===== config.mk =====
export PLATFORM = sky130hd
export DESIGN_NAME = trng_pool_core
export DESIGN_NICKNAME = d
export VERILOG_FILES = /design/src/rtl/trng_pool_core.sv
export SDC_FILE = /design/constraint.sdc
export NUM_CORES = 2
export LEC_CHECK = 0
export BUFFER_PORTS_ARGS = -buffer_cell sky130_fd_sc_hd__buf_2
export CORE_ASPECT_RATIO = 0.7
export CORE_MARGIN = 2
export CORE_UTILIZATION = 40
export DETAILED_ROUTE_END_ITERATION = 10
export GPL_TIMING_DRIVEN = 0
export MAX_ROUTING_LAYER = met4
export SYNTH_ARGS = -nofsm -noshare
export SYNTH_HDL_FRONTEND = slang
export SYNTH_SLANG_ARGS = --single-unit

===== constraint.sdc =====
create_clock -name clk -period 69.1 [get_ports clk]
set_input_delay 6.91 -clock clk [delete_from_list [all_inputs] [get_ports clk]]
set_output_delay 6.91 -clock clk [all_outputs]
set_load 0.01 [all_outputs]

===== src/rtl/trng_pool_core.sv =====
`default_nettype none
// +--------------------------------------------------------------------------+
// | Module  : trng_pool_core                                                 |
// | Brief   : Entropy pool with generate / reseed / zeroize operations.      |
// |           Define TRNG_RCT_EN to add the repetition-count health test.    |
// | Revision: 1.0 - initial release                                          |
// +--------------------------------------------------------------------------+
module trng_pool_core #(
    parameter int OUT_W      = 256,
    parameter int SEED_W     = 512,
    parameter int RCT_CUTOFF = 32
) (
    input  logic              clk,
    input  logic              Reset,
    input  logic              TRNG_Go,
    input  logic [1:0]        Op_Type,
    input  logic [SEED_W-1:0] data_in,
    input  logic              ent_bit,
    input  logic              ent_valid,
    output logic              TRNG_Done,
    output logic              TRNG_Busy,
    output logic              TRNG_Error,
    output logic [OUT_W-1:0]  data_out
);

    localparam int c_NCHUNK  = SEED_W / OUT_W;
    localparam int c_CNT_MAX = (OUT_W > c_NCHUNK) ? OUT_W : c_NCHUNK;
    localparam int c_CNT_W   = $clog2(c_CNT_MAX + 1);
    localparam logic [c_CNT_W-1:0] c_GEN_LAST  = c_CNT_W'(OUT_W - 1);
    localparam logic [c_CNT_W-1:0] c_SEED_LAST = c_CNT_W'(c_NCHUNK - 1);
    localparam logic [c_CNT_W-1:0] c_CNT_ONE   = c_CNT_W'(1);

    localparam logic [1:0] c_OP_GEN    = 2'b00;
    localparam logic [1:0] c_OP_RESEED = 2'b10;
    localparam logic [1:0] c_OP_ZERO   = 2'b11;

    generate
        if ((SEED_W % OUT_W) != 0 || SEED_W < OUT_W || RCT_CUTOFF < 2) begin : g_bad_params
            $error("trng_pool_core: invalid parameter combination");
        end
    endgenerate

    typedef enum logic [1:0] {
        IDLE   = 2'd0,
        GEN    = 2'd1,
        RESEED = 2'd2,
        DONE   = 2'd3
    } state_t;

    state_t              r_state;
    logic [1:0]          r_op;
    logic [SEED_W-1:0]   r_seed;
    logic [OUT_W-1:0]    r_pool;
    logic [OUT_W-1:0]    r_data_out;
    logic [c_CNT_W-1:0]  r_cnt;
    logic                r_done;
    logic                r_busy;
    logic [OUT_W-1:0]    w_pool_shift;
    logic                w_abort;

    assign w_pool_shift = {r_pool[OUT_W-2:0], ent_bit ^ r_pool[OUT_W-1]};

`ifdef TRNG_RCT_EN
    localparam int c_RCT_W = $clog2(RCT_CUTOFF + 1);

    logic [c_RCT_W-1:0] r_rct_cnt;
    logic [c_RCT_W-1:0] w_rct_next;
    logic               r_rct_bit;
    logic               r_error;

    // First sample of a generate (r_cnt == 0) always starts a fresh run.
    always_comb begin
        w_rct_next = c_RCT_W'(1);
        if (r_cnt != '0 && ent_bit == r_rct_bit)
            w_rct_next = r_rct_cnt + c_RCT_W'(1);
        w_abort = (r_state == GEN) && ent_valid && (w_rct_next == c_RCT_W'(RCT_CUTOFF));
    end

    always_ff @(posedge clk or posedge Reset) begin
        if (Reset) begin
            r_rct_cnt <= '0;
            r_rct_bit <= 1'b0;
            r_error   <= 1'b0;
        end else begin
            if (r_state == GEN && ent_valid) begin
                r_rct_cnt <= w_rct_next;
                r_rct_bit <= ent_bit;
            end
            r_error <= w_abort;
        end
    end

    assign TRNG_Error = r_error;
`else
    assign w_abort    = 1'b0;
    assign TRNG_Error = 1'b0;
`endif

    always_ff @(posedge clk or posedge Reset) begin
        if (Reset) begin
            r_state    <= IDLE;
            r_op       <= '0;
            r_seed     <= '0;
            r_pool     <= '0;
            r_data_out <= '0;
            r_cnt      <= '0;
            r_done     <= 1'b0;
            r_busy     <= 1'b0;
        end else begin
            r_done <= 1'b0;
            case (r_state)
                IDLE: begin
                    if (TRNG_Go) begin
                        r_op   <= Op_Type;
                        r_seed <= data_in;
                        r_cnt  <= '0;
                        r_busy <= 1'b1;
                        case (Op_Type)
                            c_OP_GEN:    r_state <= GEN;
                            c_OP_RESEED: r_state <= RESEED;
                            // Zeroize clears now and spends its one busy cycle in RESEED.
                            c_OP_ZERO: begin
                                r_pool     <= '0;
                                r_data_out <= '0;
                                r_state    <= RESEED;
                            end
                            default: begin
                                r_state <= DONE;
                                r_done  <= 1'b1;
                            end
                        endcase
                    end
                end
                GEN: begin
                    if (ent_valid) begin
                        r_cnt <= r_cnt + c_CNT_ONE;
                        if (w_abort) begin
                            r_pool  <= '0;
                            r_state <= DONE;
                            r_done  <= 1'b1;
                        end else begin
                            r_pool <= w_pool_shift;
                            if (r_cnt == c_GEN_LAST) begin
                                r_data_out <= w_pool_shift;
                                r_state    <= DONE;
                                r_done     <= 1'b1;
                            end
                        end
                    end
                end
                RESEED: begin
                    if (r_op == c_OP_ZERO) begin
                        r_state <= DONE;
                        r_done  <= 1'b1;
                    end else begin
                        r_pool <= r_pool ^ r_seed[OUT_W-1:0];
                        r_seed <= r_seed >> OUT_W;
                        r_cnt  <= r_cnt + c_CNT_ONE;
                        if (r_cnt == c_SEED_LAST) begin
                            r_state <= DONE;
                            r_done  <= 1'b1;
                        end
                    end
                end
                DONE: begin
                    r_state <= IDLE;
                    r_busy  <= 1'b0;
                end
                default: begin
                    r_state <= IDLE;
                    r_busy  <= 1'b0;
                end
            endcase
        end
    end

    assign TRNG_Done = r_done;
    assign TRNG_Busy = r_busy;
    assign data_out  = r_data_out;

endmodule
`default_nettype wire


=== After elaboration in Yosys (flattened, before gate mapping) ===
Index checks and enable logic that the tools add are counted.

* Multiplexer cells: 31
* Add/subtract/negate cells: 1
* Eq/ne operators: 14
* Bitwise operators: 2
* Reduce and logical (&&, ||, !) cells: 15

{| class="wikitable"
|+ Operators by type and width
! kind !! count
|-
| 256-bit 2-to-1 mux || 6
|-
| 512-bit 2-to-1 mux || 2
|-
| 512-bit one-hot mux with 2 select lines || 1
|-
| 256-bit one-hot mux with 3 select lines || 1
|-
| 256-bit one-hot mux with 2 select lines || 1
|-
| 256-bit XOR || 1
|-
| 9-bit 2-to-1 mux || 3
|-
| 9-bit one-hot mux with 3 select lines || 1
|-
| 2-bit == test, second input constant || 5
|-
| 2-bit 2-to-1 mux || 5
|-
| 5-bit AND reduction || 2
|-
| 9-bit by 1-bit adder with 9-bit output, second input constant || 1
|-
| 9-bit by 1-bit == test with 1-bit output, second input constant || 1
|-
| 9-bit by 8-bit == test with 1-bit output, second input constant || 1
|-
| 2-bit != test, second input constant || 4
|-
| 2-bit one-hot mux with 4 select lines || 1
|-
| 4-bit AND reduction || 2
|-
| 1-bit 2-to-1 mux || 7
|-
| 2-bit nonzero test || 3
|-
| 2-bit zero test || 2
|-
| 2-bit one-hot mux with 2 select lines || 1
|-
| 2-bit AND reduction || 2
|-
| 3-bit != test, second input constant || 1
|-
| 1-bit one-hot mux with 3 select lines || 1
|-
| other kinds (8) || 8
|}

* Bits of input ports: 519
* Word-level logic and storage cells: 71
* Output and inout bits: 259
* Register bits: 1039

=== Depth between registers and ports, before layout ===
* Word-level depth: 5
* Depth in mapped cells: 12
* Gate-level depth less buffers: 8

=== Worst setup path after synthesis ===
No wires, ideal clock.

* Path type: input to register
* From: input port TRNG_Go
* To: register r_pool[1]
* Path buffers: 4
* Setup time: 132 ps
* Data required time: 68968 ps
* Arrival time: 8212 ps
* Stages: 8
* Path slack: 60756 ps
* Cell sequence: nand3_2 a2111o_1 buf_2 buf_6 buf_6 buf_2 o21ai_1 o211ai_1

* Longest elaborated chain between the ends: 2

{| class="wikitable"
|+ Ends and longest elaborated chain
! what !! line !! RTL
|-
| start, declared || 15 || <nowiki>input logic TRNG_Go,</nowiki>
|-
| 2-bit != test (no line) || - ||
|-
| 5-bit AND reduction (no line) || - ||
|-
| end signal, assigned || 142 || <nowiki>r_pool <= w_pool_shift;</nowiki>
|-
| end signal, assigned || 156 || <nowiki>r_pool <= r_pool ^ r_seed[OUT_W-1:0];</nowiki>
|-
| end, declared || 53 || <nowiki>logic [OUT_W-1:0] r_pool;</nowiki>
|}

No other way between the ends.
A chain may end at the register's enable or synchronous reset.

=== Worst setup path after layout ===
* From: input port Op_Type[1]
* To: register r_pool[7]

* Longest elaborated chain between the ends: 3

{| class="wikitable"
|+ Ends and longest elaborated chain
! what !! line !! RTL
|-
| start, declared || 16 || <nowiki>input logic [1:0] Op_Type,</nowiki>
|-
| 2-bit == test || 118 || <nowiki>case (Op_Type)</nowiki>
|-
| 2-bit by 1-bit != test with 1-bit output (no line) || - ||
|-
| 5-bit AND reduction (no line) || - ||
|}

No other way between the ends.

==> results by group <==
Run status
  – Status: finished clean

Clock network
  – CTS tree: built
  – Clock Tree Root: clkbuf_16
  – Post-CTS Setup Bufs: 0
  – Number of buffers created by CTS: roughly 100
  – Worst-Skew Late Latency: between 0.6 and 0.7 ns
  – CTS max path bufs: 3
  – Clock sink total: roughly 1,000
  – H-tree depth: 3
  – Clk slew on worst S/H paths: about 0.060 ns
  – Post_cts resized: 0
  – Cts hold-fix bufs: 0

Critical path
  – Critical Path Sink Type: flip-flop
  – CP bufs+invs: 3
  – Crit-path cells: buf_2 -> nand3_2 -> a211oi_2 -> clkbuf_1 -> clkbuf_1 -> nand2_1 -> o211ai_1
  – Largest delay share family, worst path: buffers and inverters
  – Reg2reg start: r_state[1]
  – Internal reg-to-reg setup slack: roughly 65 ns
  – Slowest-stage cell, CP: clkbuf_1
  – Crit Path Max Fanout: 10
  – Crit path kind: in2reg
  – CP required: 69.70 ns
  – Reg2Reg Capture Point: r_pool[7]
  – CP arrival: approximately 10 ns
  – FF-to-FF path depth: 9
  – Slowest cell delay on critical path: 0.82 ns
  – CP Launch Type: input pin
  – Critical Path Most Common Cell: clkbuf_1

Drt
  – Routed Antenna Nets: 0
  – Drt drc: 0
  – Drt total wl: about 150,000 um
  – Via count: 38,213
  – First-pass DRT Iterations: 5
  – Via density: approximately 5.5
  – DRC marker count from the first detailed-route iteration: roughly 3,800
  – Wirelength per Cell: 22.32 um

STA
  – Rel. slew slack: 8.052%
  – Final worst slack: 59.83 ns
  – Slew Limit Fails: 0
  – Fmax: between 0.1 and 0.15 GHz
  – Measured slew at the worst slew-check pin: 1.379 ns
  – Setup Skew: 0.02961 ns
  – RSZ-0062 raised after global routing: no
  – Fin crit share: between 10% and 20%
  – Final Critical Period: 9.265 ns
  – Fin. Hold Viols: 0
  – Setup violations, final: 0
  – Setup TNS: 0 ns

GRT
  – Vias in the first global route: approximately 37,000
  – Largest net degree at the start of global routing: about 130
  – GR Util All Layers: between 20 and 30%
  – GR Overflow Total: 0
  – Initial antenna violation count: 24
  – First-pass GRT wire length: 234,200 um

Floorplanning
  – Chip height: roughly 280 um
  – Top Ports: 778
  – Initial core utilization: between 40% and 50%
  – Die area: approximately 0.11 mm^2
  – Die extent in x: between 400 and 500 um
  – Core area: between 0.1 and 0.15 mm^2
  – # rows: 102

Placed design
  – Inst Count DP: roughly 6,700
  – Dpl ws: around 60 ns
  – Detailed placer's ending HPWL: roughly 120,000 um
  – Gpl congestion: slightly above 0.9
  – Port Buf Inserts: just under 800
  – Dpl cell area: 0.05062 mm^2

Yosys
  – Seq/Total Area, Yosys: 58.21%
  – Ys Warns: 0
  – Post-Syn Area per Cell: between 9 and 10 um^2
  – Yosys reg bits: 1,039
  – Synth Instances: about 4,500
  – Post-synthesis cell area: between 0.04 and 0.05 mm^2
  – Yosys cell types: 46
  – Mapped Nets: about 5,000

Power
  – LEAKAGE: between 0.02 and 0.03 uW
  – PD cells: between 40 and 50 mW/mm^2
  – Peak supply drop: 0.02385 mV

Worst hold path
  – Worst Hold Class: reg2reg
  – Hold path start: data_out[237]
  – Worst Hold Endpoint: data_out[237]
  – Hold path depth: 2

Final layout
  – Post-layout instance area: 0.05430 mm^2
  – Most frequent cells in the layout: nand2_1, dfrtp_1, buf_2
  – Share of cells above drive strength 1: 19.29%
  – Fillcell total: between 10,000 and 15,000
  – Nets: between 5,000 and 6,000
  – Most common cell after layout, fill and taps aside: nand2_1
  – Final instance count without filler cells: between 6,000 and 7,000
  – Area Growth Syn to Fin: 21.58%

Run
  – Max_cap viols: 0
==> worst min-delay path, cell delays in order (launching register included) <==
cell	delay, ns
dfrtp_1	0.34
nand2_1	0.04
o21ai_0	0.06
==> registers in the layout, indices dropped and copies added, names as in the netlist <==
signal / cells
r_seed: 512
data_out: 256
r_pool: 256
r_cnt: 9
r_op: 2
r_state: 2
TRNG_Busy: 1
TRNG_Done: 1
==> logic make-up (layout without fill, tap and decap cells) <==
logic type	Yosys count	count (layout)	synth area share (%)
XOR/XNOR	1	1	0.01961
AO/OA/AOI/OAI	1372	1372	19.33
multiplexers	261	261	5.861
adder cells (fa/ha/maj)	7	7	0.1961
flip-flops	1039	1039	58.21
buffers and inverters	373	1354	3.488
AND/OR/NAND/NOR	1439	1439	12.88
other	1	15	0.008396
==> how the worst max path moves through the flow <==
stage,from,end,slack (ns),cells after the start
floorplan,Reset,TRNG_Busy,32.95,1
global placement,Reset,r_seed[359],20.45,2
detailed placement,Op_Type[1],r_pool[7],59.16,7
CTS,Op_Type[1],r_pool[7],59.92,7
global route,Op_Type[1],r_pool[7],59.77,7
finish,Op_Type[1],r_pool[7],59.83,7
==> layout make-up <==
| class | count | area (um^2) | share of cell area (%) |
|---|---|---|---|
| well taps | 1456 | 1822 | 3.355 |
| plain buffers | 362 | 1516 | 2.793 |
| repair buffers | 785 | 4131 | 7.608 |
| flip-flops and latches | 1039 | 26000 | 47.88 |
| clock buffers | 147 | 3027 | 5.574 |
| clock inverters | 49 | 615.6 | 1.134 |
| multi-input cells | 3081 | 17110 | 31.50 |
| diodes | 14 | 35.03 | 0.06452 |
| inverters | 11 | 48.80 | 0.08986 |
==> cells in the mapped netlist (all sizes together) <==
| cell type | number | area [um^2] |
|---|---|---|
| a22o | 334 | 2925 |
| dfrtp | 1039 | 26000 |
| xor2 | 1 | 8.760 |
| o21ai | 846 | 4234 |
| o311ai | 3 | 26.28 |
| nor4b | 1 | 8.760 |
| mux2 | 4 | 45.04 |
| nor2 | 181 | 686.9 |
| or3 | 1 | 6.260 |
| o31ai | 2 | 15.01 |
| and3 | 2 | 17.52 |
| a2111oi | 2 | 36.29 |
| a22oi | 1 | 7.510 |
| nand2 | 1042 | 3911 |
| a21oi | 5 | 25.02 |
| and2 | 2 | 12.51 |
| nand4 | 2 | 12.51 |
| a221o | 2 | 20.02 |
| o32a | 1 | 10.01 |
| a211oi | 1 | 12.51 |
| nand2b | 3 | 18.77 |
| or4 | 5 | 37.54 |
| nand3 | 186 | 935.9 |
| nand4b | 4 | 35.03 |
| o221ai | 2 | 17.52 |
| nor3b | 3 | 22.52 |
| conb | 1 | 3.750 |
| a2111o | 1 | 11.26 |
| nand3b | 3 | 22.52 |
| o211ai | 171 | 1284 |
| inv | 11 | 41.29 |
| nor2b | 3 | 18.77 |
| clkbuf | 268 | 1006 |
| nor4 | 1 | 6.260 |
| buf | 94 | 510.5 |
| ha | 7 | 87.58 |
| o21ba | 1 | 10.01 |
| mux2i | 257 | 2572 |
==> where the power goes <==
part,leakage [uW],internal (uW),switching (uW)
Combinational,0.00943,340,713
Sequential,0.0140,857,194
Clock,0.00181,352,254
==> per-stage QoR <==
stage          hold slack (ns)  utilization [%]  power, uW
2_1_floorplan           0.4660                -       1663
3_3_place_gp            0.4589            45.52       2079
3_5_place_dp            0.4646            45.75       2100
4_1_cts                 0.4784            49.04       2710
5_1_grt                 0.4948            49.07       2886
6_report                0.4717            49.08       2708
==> per-layer routing <==
metal	track usage (%)	vias to the layer above	wire length [um]	share of wire, %
met3	5.382	233	10770	6.9
met1	40.15	19081	72510	47
li1	-	17596	-	-
met4	8.820	0	4949	3.2
met2	38.26	1303	66770	43
met5	-	-	0	0
(Power assumes the default switching activity.)
